--- src/rtl/led_stepper_pkg.sv ---
// led_stepper_pkg: shared state, mode and direction encodings for the LED pattern stepper
package led_stepper_pkg;
  typedef enum logic [2:0] {
    S_IDLE   = 3'd0,
    S_LEFT   = 3'd1,
    S_RIGHT  = 3'd2,
    S_BOUNCE = 3'd3,
    S_FLASH  = 3'd4
  } state_t;
  typedef enum logic [1:0] {
    MODE_LEFT   = 2'd0,
    MODE_RIGHT  = 2'd1,
    MODE_BOUNCE = 2'd2,
    MODE_FLASH  = 2'd3
  } mode_t;
  localparam logic DIR_LEFT  = 1'b0;
  localparam logic DIR_RIGHT = 1'b1;
  function automatic state_t mode_state(input mode_t m);
    return m == MODE_LEFT ? S_LEFT : m == MODE_RIGHT ? S_RIGHT : m == MODE_BOUNCE ? S_BOUNCE : S_FLASH;
  endfunction
endpackage

--- src/rtl/led_pattern_stepper_if.sv ---
// led_pattern_stepper_if: tick/mode inputs and LED/wrap/state outputs of the stepper
interface led_pattern_stepper_if #(
  parameter int NB_LEDS  = 4,
  parameter int NB_MODE  = 2,
  parameter int NB_STATE = 3
);
  logic                i_valid;
  logic                i_enable;
  logic [NB_MODE-1:0]  i_mode;
  logic [NB_LEDS-1:0]  o_led;
  logic                o_wrap;
  logic [NB_STATE-1:0] o_state;
  modport master (output i_valid, i_enable, i_mode, input o_led, o_wrap, o_state);
  modport slave  (input i_valid, i_enable, i_mode, output o_led, o_wrap, o_state);
endinterface

--- src/rtl/valid_edge_detect.sv ---
// valid_edge_detect: one-cycle pulse on the rising edge of i_sig
module valid_edge_detect (
  input  logic clock,
  input  logic i_reset,
  input  logic i_sig,
  output logic o_rise
);
  logic valid_d;
  always_ff @(posedge clock or negedge i_reset)
    if (!i_reset) valid_d <= 1'b0;
    else valid_d <= i_sig;
  assign o_rise = i_sig & ~valid_d;
endmodule

--- src/rtl/led_pattern_stepper.sv ---
// led_pattern_stepper: mode-selected LED pattern FSM advanced by qualified rate ticks
// LED_STEPPER_VALID_EDGE_EN: step only on the rising edge of i_valid instead of every high cycle
module led_pattern_stepper
  import led_stepper_pkg::*;
#(
  parameter int NB_LEDS  = 4,
  parameter int NB_MODE  = 2,
  parameter int NB_STATE = 3
) (
  input logic clock,
  input logic i_reset,
  led_pattern_stepper_if.slave bus
);
  state_t state, state_n, tgt;
  logic [NB_LEDS-1:0] led, led_n, seed;
  logic [NB_MODE-1:0] mode_raw;
  logic dir, dir_n, wrap, wrap_n, tick, step, reload, adv;
`ifdef LED_STEPPER_VALID_EDGE_EN
  valid_edge_detect u_edge (
    .clock  (clock),
    .i_reset(i_reset),
    .i_sig  (bus.i_valid),
    .o_rise (tick)
  );
`else
  assign tick = bus.i_valid;
`endif
  assign mode_raw = bus.i_mode;
  assign tgt      = mode_state(mode_t'(mode_raw[1:0]));
  assign step     = tick & bus.i_enable;
  // a mode change (or leaving idle) only loads the seed; shifting starts on the next step
  assign reload   = step && (state == S_IDLE || state != tgt);
  assign adv      = step && !reload;
  assign seed     = (tgt == S_LEFT || tgt == S_BOUNCE) ? NB_LEDS'(1) :
                    tgt == S_RIGHT ? {1'b1, {(NB_LEDS-1){1'b0}}} : '1;
  always_comb begin
    state_n = state;
    led_n   = led;
    dir_n   = dir;
    wrap_n  = 1'b0;
    case (state)
      S_IDLE: begin end
      S_LEFT: if (adv) begin
        led_n  = {led[NB_LEDS-2:0], led[NB_LEDS-1]};
        wrap_n = led[NB_LEDS-1];
      end
      S_RIGHT: if (adv) begin
        led_n  = {led[0], led[NB_LEDS-1:1]};
        wrap_n = led[0];
      end
      S_BOUNCE: if (adv) begin
        led_n  = dir == DIR_LEFT ? led << 1 : led >> 1;
        dir_n  = dir == DIR_LEFT ? (led[NB_LEDS-2] ? DIR_RIGHT : DIR_LEFT) : (led[1] ? DIR_LEFT : DIR_RIGHT);
        wrap_n = dir == DIR_RIGHT && led[1];
      end
      S_FLASH: if (adv) begin
        led_n  = ~led;
        wrap_n = ~|led;
      end
      default: begin
        state_n = S_IDLE;
        led_n   = '0;
        dir_n   = DIR_LEFT;
      end
    endcase
    if (reload && state <= S_FLASH) begin
      state_n = tgt;
      led_n   = seed;
      dir_n   = DIR_LEFT;
    end
  end
  always_ff @(posedge clock or negedge i_reset)
    if (!i_reset) begin
      state <= S_IDLE;
      led   <= '0;
      dir   <= DIR_LEFT;
      wrap  <= 1'b0;
    end else begin
      state <= state_n;
      led   <= led_n;
      dir   <= dir_n;
      wrap  <= wrap_n;
    end
  assign bus.o_led   = led;
  assign bus.o_wrap  = wrap;
  assign bus.o_state = NB_STATE'(state);
endmodule

--- src/flat_wrapper.sv ---
// flat-port wrapper written by rule: the top's interface ports become plain ports
module led_pattern_stepper_flat import led_stepper_pkg::*;
#(
  parameter int NB_LEDS  = 4,
  parameter int NB_MODE  = 2,
  parameter int NB_STATE = 3
)
  (clock, i_reset, bus_i_valid, bus_i_enable, bus_i_mode, bus_o_led, bus_o_wrap, bus_o_state);
  led_pattern_stepper_if #(.NB_LEDS(NB_LEDS), .NB_MODE(NB_MODE), .NB_STATE(NB_STATE)) bus_i ();
  input logic clock;
  input logic i_reset;
  input wire logic [$bits(bus_i.i_valid)-1:0] bus_i_valid;
  input wire logic [$bits(bus_i.i_enable)-1:0] bus_i_enable;
  input wire logic [$bits(bus_i.i_mode)-1:0] bus_i_mode;
  output wire logic [$bits(bus_i.o_led)-1:0] bus_o_led;
  output wire logic [$bits(bus_i.o_wrap)-1:0] bus_o_wrap;
  output wire logic [$bits(bus_i.o_state)-1:0] bus_o_state;
  assign bus_i.i_valid = bus_i_valid;
  assign bus_i.i_enable = bus_i_enable;
  assign bus_i.i_mode = bus_i_mode;
  assign bus_o_led = bus_i.o_led;
  assign bus_o_wrap = bus_i.o_wrap;
  assign bus_o_state = bus_i.o_state;
  led_pattern_stepper #(.NB_LEDS(NB_LEDS), .NB_MODE(NB_MODE), .NB_STATE(NB_STATE)) u_core (.clock(clock), .i_reset(i_reset), .bus(bus_i));
endmodule
--- config.mk ---
export PLATFORM = sky130hd
export DESIGN_NAME = led_pattern_stepper_flat
export DESIGN_NICKNAME = d
export VERILOG_FILES = /design/src/rtl/led_stepper_pkg.sv /design/src/rtl/led_pattern_stepper_if.sv /design/src/rtl/valid_edge_detect.sv /design/src/rtl/led_pattern_stepper.sv /design/src/flat_wrapper.sv
export SDC_FILE = /design/constraint.sdc
export NUM_CORES = 1
export LEC_CHECK = 0
export BUFFER_PORTS_ARGS = -buffer_cell sky130_fd_sc_hd__buf_4
export CAP_MARGIN = 10
export CELL_PAD_IN_SITES_DETAIL_PLACEMENT = 0
export CELL_PAD_IN_SITES_GLOBAL_PLACEMENT = 2
export CORE_MARGIN = 2
export CORE_UTILIZATION = 31
export CTS_CLUSTER_DIAMETER = 200
export CTS_CLUSTER_SIZE = 10
export DETAILED_ROUTE_END_ITERATION = 10
export GPL_TIMING_DRIVEN = 0
export PLACE_DENSITY = 0.88
export RECOVER_POWER = 100
export SLEW_MARGIN = 10
export SYNTH_ARGS = -nofsm -noshare
export SYNTH_HDL_FRONTEND = slang
export SYNTH_SLANG_ARGS = --single-unit
--- constraint.sdc ---
create_clock -name clock -period 1.99 [get_ports clock]
set_input_delay 0.199 -clock clock [delete_from_list [all_inputs] [get_ports clock]]
set_output_delay 0.199 -clock clock [all_outputs]
set_load 0.05 [all_outputs]
# After elaboration in Yosys (flattened, before gate mapping)
# Cells that the tools add are included.
# Widths: inputs -> output; s select.
# totals
reg_bits,9
latchBits,0
ramBits,0
rom_bits,0
inputBits,6
output_inout_bits,8
word_cells,64
memories,0
# op_classes
n_addsub,0
mul,0
n_div,0
n_lt_le_gt_ge,1
eq_ne,17
n_shift,0
muxes,25
bitwise_logic,2
n_reduce_logical,15
# ops
op,count
$mux 4,7
$pmux 4 s5,1
$mux 3,6
$eq 3x2->1 const B,4
$ne 3x1->1 const B,4
$mux 1,9
$reduce_or 4->1,2
$eq 3x1->1 const B,2
$reduce_and 5->1,1
$reduce_or 5->1,1
$logic_and 1x1->1,4
$ne 2x1->1 const B,2
$not 4->4,1
$pmux 1 s4,1
$eq 3x3->1 const B,1
$le 3x3->1 const B,1
$logic_not 3->1,1
$ne 3x3->1,1
$eq 2x1->1 const B,1
$eq 2x2->1 const B,1
$logic_not 1->1,2
$logic_not 2->1,1
$logic_or 1x1->1,2
$ne 2x2->1 const B,1
3 further kinds,3

# Logic depth before layout (Yosys ltp)
# depth
depth_word,12
depth_mapped,7
ltp_nobuf,6

# Least setup slack after synthesis
# OpenSTA, ideal clock, no wires.
# synth_path
kind,register -> register
from,"reg u_core.state[1], in the netlist u_core.bus.o_state[1]"
to,"reg u_core.led[0], in the netlist u_core.bus.o_led[0]"
setup_time_ns,0.070
arrival_ns,1.972
required_ns,1.920
setup_slack_ns,-0.051
stages_incl_launch_ff,7
path_buffers,2
synth_period_minus_slack_ns,2.041
path_cell_list,dfrtp_1 -> buf_6 -> or3_1 -> and4_1 -> clkbuf_2 -> or4_1 -> nand3_1
# synth_between
elab_chain_len,7
# synth_lines
item,line_no,rtl
from (decl),led_pattern_stepper.sv:14,"state_t state, state_n, tgt;"
from (signal assigned),led_pattern_stepper.sv:79,state <= state_n;
$ne 3x3->1 / $logic_not 3->1 (equally long branches),"led_pattern_stepper.sv:32, led_pattern_stepper.sv:41",
$logic_or 1x1->1,led_pattern_stepper.sv:32,assign reload = step && (state == S_IDLE || state != tgt);
$logic_and 1x1->1,led_pattern_stepper.sv:32,
$logic_not 1->1,led_pattern_stepper.sv:33,assign adv = step && !reload;
$logic_and 1x1->1,led_pattern_stepper.sv:33,
$ne 3x1->1 (no source line),-,
$reduce_and 5->1 (no source line),-,
to (signal assigned),led_pattern_stepper.sv:80,led <= led_n;
to (decl),led_pattern_stepper.sv:15,"logic [NB_LEDS-1:0] led, led_n, seed;"
# Parallel ways exist; a longest one is shown, timed or not.
# A chain may end at the register's enable or synchronous reset.

# Worst setup path in the final report
# layout_path
from,"reg u_core.state[2], in the netlist u_core.bus.o_state[2]"
to,"reg u_core.led[0], in the netlist u_core.bus.o_led[0]"
# The elaborated chain is that of the path after synthesis.

==> metrics.txt <==
worst-margin pin slew=597 ps; CP Capture Type=flip-flop; crit-path cells=buf_2 > or3_1 > and4_1 > or4_1 > nand3_1; most common cell after layout, fill and taps aside=clkbuf_1; top cells by area, synth=dfrtp_1 (28%), ha_1 (7.8%), a21oi_1 (4.4%); Synth cell types=40; Mean Syn Cell Area=8.02 sq um; Routed Antenna Nets=0; vias in the first global route=745; root buffer cell=clkbuf_4; Fillers=285; CTS tree=yes; die extent in x=54.9 um; Die H=54.9 um; WS Path Type=flip-flop to flip-flop; DR iter-0 viols=33; unrepaired setup endpoints after global routing=false; Max Clock Skew=2.64 ps; sequential cell area=228 sq um; area occupied by multi-input gates=518 sq um; RD Place Congestion=0.832; CTS max path bufs=2; startpoint class of the critical path=flip-flop; slew margin rel.=60.4%; CP Data Required Time=2200 ps; Fin Setup TNS=0 ps; Clk pin slew, worst setup/hold paths=70 ps; Via density=5.68; largest net degree at the start of global routing=11; global-route usage over all layers=17.6%; core area=2450 sq um; #FFs+latches synth=9; post-CTS setup buffers=0; most frequent cells in the layout=clkbuf_1 (16), nor2_1 (8), o21ai_0 (7), a21oi_1 (7), dfrtp_1 (7); Largest stage delay, worst path=500 ps; # DRC=0; R2R Path End=u_core.bus.o_led[0]; final setup violation count=0; initial antenna violation count=0; Overflow after GRT=0; pwr/cell area=1350 nW/um^2; final WL=2.17 mm; Data arrival, critical path=2080 ps; Nets=129; status=completed; # diodes=0; Clk Latency, worst-skew pair=270 ps; Num CTS Buffers=3; cell area after synthesis=802 sq um; r2r startpoint=u_core.bus.o_state[2]; CP max stage cell=or4_1; clk sink count=9; sequential area share after synthesis=28.1%; R2R depth=5; Syn Inst Count=100; Layout area overhead=16.8%; Hold Crit Class=primary input to asynchronous set/reset pin; number of port buffers=13; Hold Vio Cnt, Final=0; Final Critical Period=1880 ps; I/O pin cnt=14; leakage=0.389 nW; die footprint=3010 sq um; period utilization=94.3%; initial cell density of the core=32.7%; crit path max fanout=9; Pre-antenna DRT Iters=4; post-synth top area share=28.1%; syn_nets=111; routed len/inst=14.7 um; Slew Viols, Final=0; area leader, netlist=dfrtp_1; Finished Cell Area=937 sq um; H-tree Lvls=1; VDD IR max=0.559 mV; Max Freq=0.533 GHz; row cnt=18; first-pass GRT wire length=3.71 mm; Ys Warns=0; HPWL Detailed=1.56 mm; area post-placement=940 sq um; total number of vias=835; fraction of layout cells with a size suffix above 1=12.8%; Max-Cap Viols=0; flop-to-flop setup slack=110 ps
## cells in the mapped netlist, drive strengths merged
master and count:
o31ai 1, nand2 5, a31oi 2, nand3b 1, a2111oi 1, and4b 1
nor2b 2, a211oi 3, or3 1, a32oi 1, or4 3, or2 1
o211ai 3, a21boi 1, o21ai 7, or3b 2, nand2b 1, xnor2 2
ha 5, nand3 3, buf 2, nor3 1, and4 2, o22a 2
a21oi 7, a31o 1, dfrtp 9, o22ai 1, nor3b 1, inv 4
and2 1, o21a 1, nor2 8, and3 3, a41oi 1, clkbuf 7
nand4 2, xor2 1
## timing repair
item | 4_1_cts | 5_1_grt
setup endpoints to repair | 0 | 1
hold buffers | 1 | 0
gates resized for setup | 0 | 0
hold endpoints to repair | 9 | 0
## per-stage QoR
stage	setup slack (ps)	instances	total power [mW]	hold WS, ps	utilization (%)
final	114	147	1.26	406	38.2
after global placement	72.5	143	1.17	35.2	38.3
after floorplan	34.6	100	0.935	-96.6	-
after CTS	68.0	148	1.32	286	39.8
after detailed placement	57.3	143	1.16	35.7	38.3
after global routing	17.6	147	1.38	435	38.2
## report_power, final
group	switching (mW)	total (mW)	internal, mW
clock	0.0724	0.150	0.0777
sequential	0.0916	0.337	0.245
combinational	0.534	0.776	0.242
total	0.698	1.26	0.565
## logic make-up after synthesis
kind of cell,after synthesis,synth area share (%)
XOR/XNOR,3,3.28
buffers and inverters,13,7.33
flip-flops,9,28.1
AO/OA/AOI/OAI,32,26.1
AND/OR/NAND/NOR,38,27.5
adder cells (fa/ha/maj),5,7.80
## routing by layer
| metal | GRT usage, % | wire, um |
|---|---|---|
| met5 | 0 | 0 |
| met4 | 8.33 | 34 |
| met3 | 2.46 | 142 |
| met2 | 25.4 | 967 |
| met1 | 25.3 | 1020 |
## how the worst max path moves through the flow
stage,startpoint,cells after the start,endpoint,slack [ps]
after floorplan,u_core.bus.o_state[0],5,u_core.bus.o_led[0],30
after global placement,bus_i_mode[0],8,u_core.bus.o_led[0],70
after detailed placement,bus_i_mode[0],8,u_core.bus.o_led[0],60
after CTS,u_core.bus.o_state[2],6,u_core.bus.o_led[0],70
after global routing,u_core.bus.o_state[2],6,u_core.bus.o_led[3],20
final,u_core.bus.o_state[2],5,u_core.bus.o_led[0],110
## registers in the layout, indices dropped and copies added (netlist names)
name                flops
u_core.bus.o_led        4
u_core.bus.o_state      3
u_core.bus.o_wrap       1
u_core.dir              1
## critical path, delay by kind of cell, from the launching register on
kind                   cells  cell delay (ps)
and+or+nand+nor            4             1250
DFF                        1              390
buffers and inverters      1              170
## cell type report
class | count | area share, %
buffer | 8 | 4.14
multi-input combinational | 78 | 55.3
sequential | 9 | 24.3
timing repair buffer | 14 | 7.88
inverter | 4 | 1.60
clock buffer | 4 | 2.80
tap | 30 | 4.01
No activity file was read; power rests on OpenSTA's default activity.
